$ cat src/rtl/pipe_adder.sv
`default_nettype none
// ============================================================================
// Module   : pipe_adder
// Purpose  : Chunked, carry-pipelined adder with valid/ready flow control.
//            Stage k adds chunk k of a and b plus the carry from stage k-1.
//            The operands move down the pipe with the partial sum so that
//            the upper chunks are still available to later stages.
// Ports    : clk        - rising-edge clock
//            rst_n      - asynchronous active-low reset
//            in_valid   - operand beat present
//            in_ready   - beat accepted this cycle when in_valid is high
//            a, b, cin  - operands and carry-in
//            out_valid  - result beat present
//            out_ready  - downstream takes the result this cycle
//            sum        - (a + b + cin) mod 2^WIDTH
//            cout       - carry out of bit WIDTH-1
//            ovf        - cout (unsigned) or signed overflow (SIGNED=1)
// Revision : 1.0 - initial release
// ============================================================================
module pipe_adder #(
  parameter int WIDTH  = 16,
  parameter int STAGES = 4,
  parameter bit SIGNED = 1'b0
) (
  input  logic             clk,
  input  logic             rst_n,
  input  logic             in_valid,
  output logic             in_ready,
  input  logic [WIDTH-1:0] a,
  input  logic [WIDTH-1:0] b,
  input  logic             cin,
  output logic             out_valid,
  input  logic             out_ready,
  output logic [WIDTH-1:0] sum,
  output logic             cout,
  output logic             ovf
);

  // WIDTH must be an integer multiple of STAGES.
  localparam int CW   = WIDTH / STAGES;
  localparam int LAST = STAGES - 1;

  logic             w_en;
  logic             w_cmsb;
  logic             r_valid [STAGES];
  logic [WIDTH-1:0] r_a     [STAGES];
  logic [WIDTH-1:0] r_b     [STAGES];
  logic [WIDTH-1:0] r_sum   [STAGES];
  logic             r_carry [STAGES];

  // Whole pipe advances together; it only freezes when a result is
  // waiting and downstream refuses it.
  assign w_en     = !r_valid[LAST] || out_ready;
  assign in_ready = w_en;

  for (genvar k = 0; k < STAGES; k++) begin : g_stage
    logic             w_v_in;
    logic             w_c_in;
    logic [WIDTH-1:0] w_a_in;
    logic [WIDTH-1:0] w_b_in;
    logic [WIDTH-1:0] w_s_in;
    logic [WIDTH-1:0] w_s_nxt;
    logic [CW:0]      w_part;

    if (k == 0) begin : g_head
      assign w_v_in = in_valid;
      assign w_c_in = cin;
      assign w_a_in = a;
      assign w_b_in = b;
      assign w_s_in = '0;
    end else begin : g_tail
      assign w_v_in = r_valid[k-1];
      assign w_c_in = r_carry[k-1];
      assign w_a_in = r_a[k-1];
      assign w_b_in = r_b[k-1];
      assign w_s_in = r_sum[k-1];
    end

    assign w_part = {1'b0, w_a_in[k*CW +: CW]}
                  + {1'b0, w_b_in[k*CW +: CW]}
                  + {{CW{1'b0}}, w_c_in};

    // Lower chunks come from earlier stages; this stage fills in chunk k.
    always_comb begin
      w_s_nxt              = w_s_in;
      w_s_nxt[k*CW +: CW]  = w_part[CW-1:0];
    end

    always_ff @(posedge clk or negedge rst_n) begin
      if (!rst_n) begin
        r_valid[k] <= 1'b0;
        r_carry[k] <= 1'b0;
        r_a[k]     <= '0;
        r_b[k]     <= '0;
        r_sum[k]   <= '0;
      end else if (w_en) begin
        r_valid[k] <= w_v_in;
        r_carry[k] <= w_part[CW];
        r_a[k]     <= w_a_in;
        r_b[k]     <= w_b_in;
        r_sum[k]   <= w_s_nxt;
      end
    end
  end

  assign out_valid = r_valid[LAST];
  assign sum       = r_sum[LAST];
  assign cout      = r_carry[LAST];

  // Carry into the MSB recovered from the MSB's own full-adder equation,
  // so no extra carry needs to be pipelined.
  assign w_cmsb = r_a[LAST][WIDTH-1] ^ r_b[LAST][WIDTH-1] ^ r_sum[LAST][WIDTH-1];
  assign ovf    = SIGNED ? (w_cmsb ^ r_carry[LAST]) : r_carry[LAST];

endmodule
`default_nettype wire

$ cat config.mk
export PLATFORM = sky130hd
export DESIGN_NAME = pipe_adder
export DESIGN_NICKNAME = d
export VERILOG_FILES = /design/src/rtl/pipe_adder.sv
export SDC_FILE = /design/constraint.sdc
export NUM_CORES = 1
export LEC_CHECK = 0
export BUFFER_PORTS_ARGS = -buffer_cell sky130_fd_sc_hd__buf_2
export CORE_ASPECT_RATIO = 1.1
export CORE_MARGIN = 3
export CORE_UTILIZATION = 30
export DETAILED_ROUTE_END_ITERATION = 16
export GPL_TIMING_DRIVEN = 0
export MAX_ROUTING_LAYER = met4
export PLACE_DENSITY = 0.47
export RECOVER_POWER = 100
export SYNTH_ARGS = -nofsm -noshare
export SYNTH_HDL_FRONTEND = slang
export SYNTH_SLANG_ARGS = --single-unit
$ cat constraint.sdc
create_clock -name clk -period 4.9 [get_ports clk]
set_input_delay 0.245 -clock clk [delete_from_list [all_inputs] [get_ports clk]]
set_output_delay 0.245 -clock clk [all_outputs]
set_load 0.05 [all_outputs]
==> flow_summary.toml, run 1 <==
[synth]
synth_top_area_cell = "dfrtp_1"
ys_types = 20
synth_area_um2 = 4130
syn_avg_cell_area_um2 = 9.27
synthTopCellsByCount = "239 x nand2_1, 96 x dfrtp_1, 14 x buf_2, 12 x ha_1, 12 x o21ai_0"
yosys_register_bits = 96
synth-edff-count = 0
ys_warn_count = 0
ys_seq_area_share_pct = 58.2
synthArstFlopShare_pct = 100
synth.most_common_cell = "nand2_1"
synth_top_area_share_pct = 58.2
yosys-top-cells-area = "dfrtp_1 58%, nand2_1 22%, fa_1 3.9%"
syn_nets = 502
synthCells = 445
synthFlopType = "dfrtp_1"

[timing]
fin_skew_ns = 0.00540
report.final.slew_viol_count = 42
worst_pin_slew_ns = 2.39
finalHoldViolations = 0
whs_ns = 0.0929
final_min_period_over_clock_period_pct = 55.3
clock.fmax_mhz = 369
setup_slack_ns = 2.19
setup_viol = 0
rsz0062_at_grt = "no"
final.setup.tns_ns = 0
slew-limit-headroom_pct = -59.6
min_period_ns = 2.71

[layout]
syn2layout_area_growth_pct = 19.1
nets = 571
fillers = 1460
drive_above_1_share_pct = 11.6
antenna_cells = 0

[clock_tree]
cts-root-buf = "clkbuf_16"
h-tree-depth = 3
post-cts-setup-buffer-count = 0
numCtsBuffers = 9
cts_buffer_depth = 2
clk_pin_slew_ns = 0.06
cts_tree = "built"
clkSinkCount = 96
clk-insertion-delay-late_ns = 0.34

[min_path]
hp-class = "in2reg"
worst_hold_startpoint = "a[13]"

[die]
start_util_pct = 31.0
die_area_um2 = 15200
ios = 57
rows = 44
die_height_um = 129
core_um2 = 13300
die_x_um = 118

[pwr]
total_power_uw = 3330
pwr-share-comb_pct = 37.2
vdd_drop_max_v = 0.000225
clkPwrFrac_pct = 23.0
p_seq_share_pct = 39.8
netSwitchingFraction_pct = 39.7
p_sw_uw = 1320
p_int_uw = 2010
pwr_density_cell_nw_per_um2 = 677
leakage_uw = 0.00256

[grt]
grt_max_degree = 56
gr-total-overflow = 0
grt_pass1_vias = 2921
antenna_found_initial = 0
grt_pass1_wl_um = 14500
grt_use_total_pct = 12.7

[placement]
io_buffers = 56
hpwl_um = 6230
dp_slack_ns = 3.07
gp_congestion = 0.749

[critical_path]
critPathMaxStageDelay_ns = 0.65
start_kind = "register"
path_cells = "nor2b_1, clkinv_1, clkbuf_1, clkbuf_1, clkbuf_1"
cp_max_fo = 10
crit_arrival_ns = 2.47
worstSetupEndpointType = "primary output"
regToRegStartpoint = "out_valid"
crit_start = "out_valid"
critPathSlowestCell = "clkbuf_1"
worst_ep_required_time_ns = 4.66
path_common_cell = "clkbuf_1"
critical_path_class = "reg2out"

[detailed_routing]
dr.first_iter.drc_count = 94
firstDrtPassIters = 4
drt-total-wl_um = 8660
ant_nets = 0
drc_errors = 0
vias_per_cell = 4.23
routed-via-count = 2966
wl_per_cell_um = 12.3

[flow_run]
drv_cap = 1

[outcome]
outcome = "complete, but fails checks"
violations = "capacitance limit, slew limit"
placed cells by master, fill, tap and decap left out, drive strengths merged:
master and n:
a21o 5, a21oi 13, buf 43, bufinv 2, clkbuf 48, clkinv 2
dfrtp 96, dlygate4sd3 1, fa 8, ha 12, inv 11, nand2 239
nand2b 1, nor2 11, nor2b 4, o21ai 16, xnor2 1, xor2 5
power by group through the flow:
| stage | combinational [uW] | sequential (uW) | clock, uW |
|---|---|---|---|
| floorplan | 741 | 1560 | 0 |
| global placement | 1300 | 1340 | 0 |
| detailed placement | 1320 | 1340 | 0 |
| CTS | 1320 | 1330 | 784 |
| global route | 1420 | 1370 | 815 |
| finish | 1240 | 1320 | 764 |
cells by family (layout without fill, tap and decap cells):
group	after synthesis	after routing	share of synthesized area, %
AO/OA/AOI/OAI	34	34	4.70
XOR/XNOR	6	6	1.27
adder cells (fa/ha/maj)	20	20	7.52
buffers and inverters	34	107	4.61
flip-flops	96	96	58.2
AND/OR/NAND/NOR	255	255	23.7
final cells by class:
class | instances | area (um2) | area share [%]
sequential | 96 | 2400 | 48.9
clock inverter | 3 | 65.1 | 1.32
buffer | 22 | 96.3 | 1.96
inverter | 12 | 45.0 | 0.917
tap | 184 | 230 | 4.69
multi-input combinational | 315 | 1530 | 31.1
timing repair buffer | 58 | 292 | 5.93
clock buffer | 12 | 256 | 5.22
final timing paths:
kind                                    endpoint  slack [ns]  depth (start not counted)
max                                     in_ready        2.19                          5
min                        g_stage[1].w_a_in[13]        0.09                          3
max reg2reg                 g_stage[1].w_s_in[2]        3.02                          5
min reg2reg                               sum[1]        0.46                          2
max in group asynchronous  g_stage[1].w_b_in[15]        2.36                          2
min in group asynchronous                 sum[1]        1.18                          2
metrics by stage:
stage / cells / area (um2) / util (%)
CTS: 702 / 5000 / 37.5
detailed placement: 686 / 4670 / 35.0
global placement: 685 / 4640 / 34.8
finish: 702 / 4910 / 36.9
floorplan: 445 / 4130 / -
global route: 702 / 4910 / 36.9
layer usage:
metal	wire (um)	part of all wire [%]	track usage [%]
met3	263	3.0	2.73
met5	0	0	-
met2	4150	48	20.6
met4	150	1.7	5.59
met1	4100	47	15.3
critical path: cells and delay by family, from the launching register on:
family / cells / cell delay (ns)
buf+inv: 4 / 1.60
simple gates: 1 / 0.15
flops: 1 / 0.38
flip-flops by register name, indices dropped and copies added (netlist names):
name	count
cout	1
g_stage.w_a_in	24
g_stage.w_b_in	24
g_stage.w_c_in	3
g_stage.w_s_in	24
g_stage.w_v_in	3
out_valid	1
sum	16
timing repair:
action                    CTS  global route
resized for setup           0             0
hold endpoints to repair   41             0
hold buffers                1             0
Note: power is estimated with default switching activity, not from simulation.
==> run 2: changes to the inputs <==
==> constraint.sdc (replaced) <==
create_clock -name clk -period 2.5 [get_ports clk]
set_input_delay 0.125 -clock clk [delete_from_list [all_inputs] [get_ports clk]]
set_output_delay 0.125 -clock clk [all_outputs]
set_load 0.05 [all_outputs]
==> flow_summary.toml, run 2 (synthesis results as in run 1) <==
[critical_path]
cp_max_fo = 10
crit_start = "out_valid"
crit_arrival_ns = 1.83
critical_path_class = "reg2out"
worstSetupEndpointType = "primary output"
worst-r2r-setup-slack_ns = 0.68
start_kind = "register"
worst_ep_required_time_ns = 2.38
r2r_end = "g_stage[3].w_c_in"
r2r_cells = 5
regToRegStartpoint = "g_stage[2].w_c_in"

[pwr]
p_sw_uw = 2590
pwr-share-comb_pct = 37.5
leakage_uw = 0.00266
vdd_drop_max_v = 0.000445
pwr_density_cell_nw_per_um2 = 1280
p_seq_share_pct = 39.7
p_int_uw = 3960
clkPwrFrac_pct = 22.8
netSwitchingFraction_pct = 39.6

[grt]
grt_pass1_wl_um = 14800
grt_max_degree = 56
gr-total-overflow = 0
antenna_found_initial = 0
grt_use_total_pct = 12.9
grt_pass1_vias = 3010

[clock_tree]
post-cts-setup-buffer-count = 0
h-tree-depth = 3
cts-resized-gates = 0
numCtsBuffers = 9
clk-insertion-delay-late_ns = 0.34
clkSinkCount = 96
cts_tree = "built"
clk_pin_slew_ns = 0.06
cts-root-buf = "clkbuf_16"
cts_buffer_depth = 2

[placement]
placedCellCount = 686
hpwl_um = 6230
placed_area_um2 = 4670
gp_congestion = 0.749
io_buffers = 56

[layout]
multi_input_area_um2 = 1520
post-route-util_pct = 38.4
nets = 591
drive_above_1_share_pct = 11.9
antenna_cells = 0
fillers = 1438
regArea_um2 = 2400
fin_area_um2 = 5120
layout_commonest_cell = "nand2_1"
syn2layout_area_growth_pct = 24.1
final_cells = 722
layout_common_cells = "239 x nand2_1, 96 x dfrtp_1, 43 x buf_2"

[detailed_routing]
vias_per_cell = 4.20
ant_nets = 0
firstDrtPassIters = 4
drt-total-wl_um = 8830
wl_per_cell_um = 12.2
routed-via-count = 3031
drc_errors = 0
dr.first_iter.drc_count = 103

[timing]
worst_pin_slew_ns = 1.11
rsz0062_at_grt = "no"
slew-limit-headroom_pct = 26.1
report.final.slew_viol_count = 0
setup_viol = 0
whs_ns = 0.0130
min_period_ns = 1.96
finalHoldViolations = 0
final.setup.tns_ns = 0
final_min_period_over_clock_period_pct = 78.2
clock.fmax_mhz = 511
fin_skew_ns = 0.00503

[min_path]
min_path_cells = 3
worst_hold_startpoint = "b[6]"
hp-class = "in2reg"
hold-path-endpoint = "g_stage[1].w_b_in[6]"

[flow_run]
drv_cap = 0

[die]
die_area_um2 = 15200
core_um2 = 13300
rows = 44
die_height_um = 129
die_x_um = 118
start_util_pct = 31.0
ios = 57

[outcome]
outcome = "finished clean"
==> run 2: cell count changes in the layout (fill, tap and decap cells not counted), sizes merged <==
| cell | change |
|---|---|
| buf | +4 |
| clkbuf | -4 |
| dlygate4sd3 | +20 |
==> run 2: critical path: stages, from the launching register on <==
cell,delay [ns]
dfrtp_1,0.37
nor2b_1,0.16
clkinv_1,0.06
clkbuf_1,0.37
buf_6,0.24
buf_2,0.28
==> run 2: power groups by stage <==
stage	Clock, uW	Combinational (uW)	Sequential (uW)
3_3_place_gp	0	2540	2620
5_1_grt	1600	2810	2690
6_report	1500	2450	2600
2_1_floorplan	0	1450	3060
3_5_place_dp	0	2590	2630
4_1_cts	1540	2620	2610
==> run 2: worst max path at each step <==
stage	to	cells past startpoint
finish	in_ready	5
global route	in_ready	5
CTS	g_stage[3].w_c_in	5
detailed placement	g_stage[3].w_c_in	5
global placement	g_stage[1].w_b_in[11]	1
floorplan	g_stage[3].w_c_in	5
==> run 2: cell type report <==
class / count / area share, %
buffer: 22 / 2.08
clock buffer: 12 / 5.01
clock inverter: 3 / 1.27
inverter: 12 / 0.879
multi-input combinational: 315 / 29.7
sequential: 96 / 46.9
tap: 184 / 4.49
timing repair buffer: 78 / 9.65
==> run 2: routing by layer <==
layer	track usage, %	vias to the layer above	part of all wire, %
met5	-	-	0
met4	5.59	0	1.7
met3	2.73	9	2.8
met2	21.1	37	49
met1	15.4	1432	47
li1	-	1553	-
==> run 2: stage by stage <==
step / setup WS (ns) / power, uW
after CTS: 0.669 / 6760
after global routing: 0.401 / 7100
after detailed placement: 0.671 / 5220
after floorplan: 0.773 / 4510
after global placement: 0.270 / 5160
final: 0.545 / 6540
==> run 2: repair_timing <==
action                     in CTS  in global routing
hold endpoints to repair       61                  0
hold buffers                   21                  0
setup endpoints to repair       0                  0
